==> src/rtl/sort_pkg.sv <==
// Shared definitions for the hardware sorter and its result serializer.
package sort_pkg;

    localparam int unsigned N_DEFAULT = 5;
    localparam int unsigned W_DEFAULT = 8;

    typedef logic [W_DEFAULT-1:0] elem_t;

    typedef enum logic [1:0] {
        IDLE,
        WAIT,
        SEND
    } state_t;

endpackage

==> src/rtl/sort_result_serializer.sv <==
// Strobes the sorter, waits for it to settle, snapshots its parallel result
// and streams it out one element per valid/ready transfer.
module sort_result_serializer
    import sort_pkg::*;
#(
    parameter int unsigned N           = N_DEFAULT,
    parameter int unsigned W           = W_DEFAULT,
    parameter int unsigned SORT_CYCLES = 6
) (
    input  logic         clk,
    input  logic         reset,
    input  logic         start,
    input  logic [W-1:0] sorted_in [N-1:0],
    output logic         sort_load,
    output logic [W-1:0] out_data,
    output logic         out_valid,
    input  logic         out_ready,
    output logic         out_last,
    output logic         busy,
    output logic         overrun
);

    localparam int unsigned CW = (SORT_CYCLES > 1) ? $clog2(SORT_CYCLES) : 1;
    localparam int unsigned IW = $clog2(N);

    state_t        state;
    logic [CW-1:0] cnt;
    logic [IW-1:0] idx;
    logic [IW-1:0] idx_nxt;
    logic [W-1:0]  frame [N-1:0];

    assign idx_nxt = idx + IW'(1);

    // All outputs are registered; the next element is preloaded on each transfer
    // so out_data/out_last hold exactly while the consumer stalls.
    always_ff @(posedge clk) begin
        if (reset) begin
            state     <= IDLE;
            cnt       <= '0;
            idx       <= '0;
            sort_load <= 1'b0;
            out_data  <= '0;
            out_valid <= 1'b0;
            out_last  <= 1'b0;
            busy      <= 1'b0;
            overrun   <= 1'b0;
            for (int unsigned i = 0; i < N; i++) begin
                frame[i] <= '0;
            end
        end else begin
            overrun <= start && (state != IDLE);
            case (state)
                IDLE: begin
                    if (start) begin
                        state     <= WAIT;
                        cnt       <= '0;
                        sort_load <= 1'b1;
                        busy      <= 1'b1;
                    end
                end
                WAIT: begin
                    sort_load <= 1'b0;
                    if (cnt == CW'(SORT_CYCLES - 1)) begin
                        frame     <= sorted_in;
                        idx       <= '0;
                        state     <= SEND;
                        out_valid <= 1'b1;
                        out_data  <= sorted_in[0];
                        out_last  <= 1'b0;
                    end else begin
                        cnt <= cnt + CW'(1);
                    end
                end
                SEND: begin
                    if (out_ready) begin
                        if (idx == IW'(N - 1)) begin
                            state     <= IDLE;
                            idx       <= '0;
                            out_valid <= 1'b0;
                            out_data  <= '0;
                            out_last  <= 1'b0;
                            busy      <= 1'b0;
                        end else begin
                            idx      <= idx_nxt;
                            out_data <= frame[idx_nxt];
                            out_last <= (idx_nxt == IW'(N - 1));
                        end
                    end
                end
                default: begin
                    state     <= IDLE;
                    sort_load <= 1'b0;
                    out_valid <= 1'b0;
                    out_data  <= '0;
                    out_last  <= 1'b0;
                    busy      <= 1'b0;
                end
            endcase
        end
    end

endmodule

==> config.mk <==
export PLATFORM = sky130hd
export DESIGN_NAME = sort_result_serializer
export DESIGN_NICKNAME = d
export VERILOG_FILES = /design/src/rtl/sort_pkg.sv /design/src/rtl/sort_result_serializer.sv
export SDC_FILE = /design/constraint.sdc
export NUM_CORES = 1
export LEC_CHECK = 0
export CAP_MARGIN = 40
export CORE_ASPECT_RATIO = 1.2
export CORE_MARGIN = 10
export CORE_UTILIZATION = 51
export DETAILED_ROUTE_END_ITERATION = 10
export PLACE_DENSITY = 0.89
export SLEW_MARGIN = 20
export SYNTH_ARGS = -nofsm -noshare
export SYNTH_HDL_FRONTEND = slang
export SYNTH_SLANG_ARGS = --single-unit
==> constraint.sdc <==
create_clock -name clk -period 2.4 [get_ports clk]
set_input_delay 0.24 -clock clk [delete_from_list [all_inputs] [get_ports clk]]
set_output_delay 0.24 -clock clk [all_outputs]
set_load 0.1 [all_outputs]
* After elaboration in Yosys (flattened, before gate mapping)
Cells that the tools add are included.
** Word-level totals
- Input bits :: 44
- Word-level logic and storage cells :: 72
- Register bits after elaboration :: 61
- Output and inout port bits :: 13
** Cells by class
- Reductions and logical operators :: 13
- $add $sub $neg :: 2
- Eq/ne operators :: 10
- $lt $le $gt $ge :: 1
- Muxes and demuxes :: 29
- Bitwise logic cells :: 3
** Operators by type and width (number)
- 8-bit two-way mux :: 4
- 8-bit binary-select mux with 3-bit select :: 1
- 8-bit one-hot mux with 3 select lines :: 1
- 3-bit two-way mux :: 5
- 3-bit one-hot mux with 2 select lines :: 2
- 4-bit AND reduction :: 3
- 2-bit != test (second input constant) :: 5
- 3-bit == test (second input constant) :: 3
- 1-bit one-hot mux with 3 select lines :: 3
- 3-bit AND reduction :: 3
- 2-bit two-way mux :: 4
- 1-bit two-way mux :: 7
- 3-bit by 1-bit adder with 3-bit output (second input constant) :: 2
- 2-bit one-hot mux with 3 select lines :: 1
- 2-bit nonzero test :: 3
- 3-bit by 4-bit less-than comparator with 1-bit output (second input constant) :: 1
- 2-bit AND reduction :: 2
- 1-bit NOT :: 3
- 2-bit by 1-bit == test with 1-bit output (second input constant) :: 1
- 2-bit == test (second input constant) :: 1
- 2-bit logical NOT :: 1
- 1-bit one-hot mux with 2 select lines :: 1
- 1-bit logical AND :: 1

* Logic depth before layout (Yosys ltp)
- Word-level depth :: 6
- Mapped depth :: 8
- Mapped depth without buffers :: 6

* Least setup slack after synthesis
Ideal clock, no wire load.
- Path type :: reg2reg
- Start point :: reg idx[0]
- End point :: reg out_data[0]
- Path slack :: 0.469 ns
- Library setup time :: 0.124 ns
- Stages on the path, launching flop included :: 8
- Data arrival time :: 1.808 ns
- Data required time :: 2.276 ns
- Path through :: dfxtp_1 inv_1 ha_1 buf_1 mux4_2 o211a_1 a221oi_1 o2bb2ai_1
** Between the ends
- Cells in the longest elaborated chain, start to end :: 6
** Ends and longest elaborated chain
- from (decl) :: RTL line sort_result_serializer.sv:28 : logic [IW-1:0] idx;
- from (signal assigned) :: RTL line sort_result_serializer.sv:84 : idx <= idx_nxt;
- 3-bit by 1-bit adder with 3-bit output :: RTL line sort_result_serializer.sv:32 : assign idx_nxt = idx + IW'(1);
- 8-bit binary-select mux with 3-bit select :: RTL line sort_result_serializer.sv:85 : out_data <= frame[idx_nxt];
- 8-bit two-way mux (not written as such) :: RTL line sort_result_serializer.sv:85
- 8-bit two-way mux * :: RTL line sort_result_serializer.sv:76 : if (idx == IW'(N - 1)) begin
- 8-bit two-way mux * :: RTL line sort_result_serializer.sv:75 : if (out_ready) begin
- 8-bit one-hot mux with 3 select lines * :: RTL line sort_result_serializer.sv:52 : case (state)
- to (signal assigned) :: RTL line sort_result_serializer.sv:68 : out_data <= sorted_in[0];
- to (signal assigned) :: RTL line sort_result_serializer.sv:85
- to (decl) :: RTL line sort_result_serializer.sv:15 : output logic [W-1:0] out_data,
Mark *: on every way between the ends. The rest lies on a longest branch, timed or not. The select of a mux whose other input is x is not followed.
A chain may end at the register's enable or synchronous reset.

* Worst setup path after layout
Ends and elaborated chain as after synthesis.

==> flow_summary.yaml <==
run_status:
  status: "finished, final reports clean"
clock_network:
  cts.clk_slew.worst_paths_ns: 0.07
  postCtsHoldBufs: 0
  h-tree-depth: 3
  numCtsBuffers: 9
  cts_tree: "built"
  cts.path.max_buffers: 2
  cts_root_buffer: "clkbuf_8"
  clock_sinks: 61
  insertion_delay_ns: 0.34
  post_cts_buffers: 0
  post_cts_resized: 0
setup_path:
  path_class: "reg2reg"
  cp_data_required_time_ns: 2.66
  arrival_ns: 2.45
  crit_path_start_kind: "register"
  cp_slowest_cell: "a2111oi_4"
  crit_buf_inv: 1
  crit_path_max_fanout: 12
  r2r_slack_ns: 0.20
  cp-end-kind: "register"
  cpPeakStageDelay_ns: 0.57
  cp_cell_sequence: "buf_4, ha_1, or3b_4, a2111oi_4, a221oi_1, o2bb2ai_1"
  crit_family: "compound AO/OA/AOI/OAI gates"
timing:
  clock_skew_ns: 0.0113
  fin_crit_sh_pct: 91.6
  setup_viol: 0
  period_minus_slack_ns: 2.20
  tns_ns: 0
  drv_slew: 0
  max_freq_mhz: 455
  slew_headroom_pct: 57.3
  tightest_slew_ns: 0.638
  final_hold_viol_count: 0
  rsz0062_at_grt: "false"
yosys:
  synth_fp_nets: 363
  synth.most_common_cell: "nand2_1"
  synth_top_area_share_pct: 44.9
  synth-seq-cells: 61
  synth_edf_count: 0
  synth_area_sq_mm: 0.00272
  ys_types: 36
  seq_area_frac_synth_pct: 44.9
  synth_warnings: 0
  synth_ff_type: "dfxtp_1"
  avgSynthCellArea_sq_um: 8.75
  netlist_top_cells_count: "82 x nand2_1, 61 x dfxtp_1, 45 x a21oi_1"
  synthesis.instances: 311
  ys_async_sr_fraction_pct: 0
  synth_top_area_cell: "dfxtp_1"
  synth_area_leaders: "dfxtp_1 45%, nand2_1 11%, a21oi_1 8.3%, mux4_2 6.6%, ha_1 3.7%"
place:
  dp_hpwl_um: 5220
  gp_congestion: 0.906
  io_buffers: 56
finish:
  drive_gt1_share_pct: 13.0
  nets: 415
  antenna-diode-count: 0
  area_growth_pct: 27.8
  final_core_util_pct: 66.5
power_and_ir_drop:
  worst_ir_drop_vdd_v: 0.000439
  p_leak_nw: 1.28
  power_density_mw_per_mm2: 641
drt:
  drtIter0Drc: 193
  antenna_left: 0
  first_pass_iters: 4
  wire_per_inst_um: 17.0
  vias_per_cell: 5.79
  totalWireLength_um: 7300
  drcViolationCount: 0
  vias: 2489
grt:
  grtUsageTotal_pct: 16.8
  grt_first_pass_wirelength_um: 11600
  antenna_found_initial: 0
  overflow: 0
  grt_pass1_vias: 2500
  grt_start_max_net_pins: 41
floorplanning:
  core_sq_mm: 0.00523
  die_x_um: 86.7
  die_h_um: 100
  dieArea_sq_mm: 0.00867
  initial_core_util_pct: 52.1
  fp-row-count: 29
  pin_count: 57
min_path:
  hold_class: "in2reg"
run:
  cap_violations: 0
==> layer usage <==
metal  GRT usage, %  part of all wire, %  up-vias
li1               -                    -     1189
met1           18.2                   38     1174
met2           28.6                   52      109
met3           5.02                  7.7       17
met4           8.61                  2.1        0
met5              0                    0        -
==> worst register-to-register path, stage by stage (launching register included) <==
cell       delay [ns]
dfxtp_1          0.32
buf_4            0.20
ha_1             0.29
or3b_4           0.41
a2111oi_4        0.57
a221oi_1         0.16
o2bb2ai_1        0.17
==> cells in the final DEF, fill, tap and decap left out, drive strengths merged, types with 5 or more instances in the layout <==
| cell type | Yosys | layout |
|---|---|---|
| nand2 | 82 | 82 |
| dfxtp | 61 | 61 |
| a21oi | 45 | 45 |
| clkdlybuf4s50 | 0 | 42 |
| buf | 5 | 21 |
| nor2 | 12 | 12 |
| clkbuf | 17 | 11 |
| mux4 | 8 | 8 |
| o2bb2ai | 8 | 8 |
| ha | 8 | 8 |
| inv | 7 | 7 |
| o211a | 7 | 7 |
| a221oi | 7 | 7 |
| nor3 | 6 | 6 |
| nor2b | 5 | 5 |
==> state kept, by name, indices dropped and copies added (netlist names) <==
name,cells
out_data,8
overrun,1
busy,1
out_last,1
cnt,3
frame,40
out_valid,1
sort_load,1
idx,3
state,2
==> cells by family after synthesis <==
kind of cell	count (synthesis)	synth area share (%)
and+or+nand+nor	123	19.7
AOI/OAI and AO/OA	77	19.0
DFF	61	44.9
buffers and inverters	29	4.23
muxes	12	8.14
adders and majority gates	8	3.68
xor gates and xnor gates	1	0.322
==> metrics by stage <==
step | area [sq um] | power (mW) | hold slack [ns] | setup WS (ns) | cells
finish | 3480 | 2.23 | 0.311 | 0.203 | 430
global route | 3480 | 2.30 | 0.324 | 0.0492 | 430
CTS | 3480 | 2.23 | 0.298 | 0.237 | 430
detailed placement | 3280 | 1.36 | 0.447 | 0.260 | 414
global placement | 3280 | 1.36 | 0.441 | 0.330 | 414
floorplan | 2720 | 1.24 | 0.376 | 0.469 | 311
==> where the power goes <==
group | total [mW] | internal (mW) | switching, mW
combinational | 0.306 | 0.128 | 0.178
sequential | 1.04 | 1.03 | 0.00994
clock | 0.886 | 0.501 | 0.386
total | 2.23 | 1.66 | 0.574
==> path summary, 6_finish.rpt <==
check | cells past startpoint | start | to
worst max-delay path | 6 | idx[0]$_SDFFE_PP0P_ | out_data[0]$_SDFFE_PP0P_
worst max register to register | 6 | idx[0]$_SDFFE_PP0P_ | out_data[0]$_SDFFE_PP0P_
worst min register to register | 2 | frame[26]$_SDFFE_PP0P_ | frame[26]$_SDFFE_PP0P_
worst min-delay path | 2 | reset | cnt[0]$_SDFFE_PP0P_
==> area by class of cell <==
| cell class | instances | area, sq um |
|---|---|---|
| fill | 424 | 1750 |
| timing repair buffer | 63 | 576 |
| inverter | 7 | 26.3 |
| multi-input combinational | 221 | 1380 |
| sequential | 61 | 1220 |
| tap | 62 | 77.6 |
| clock inverter | 5 | 50.0 |
| clock buffer | 11 | 141 |
Note: power is estimated with default switching activity, not from simulation.
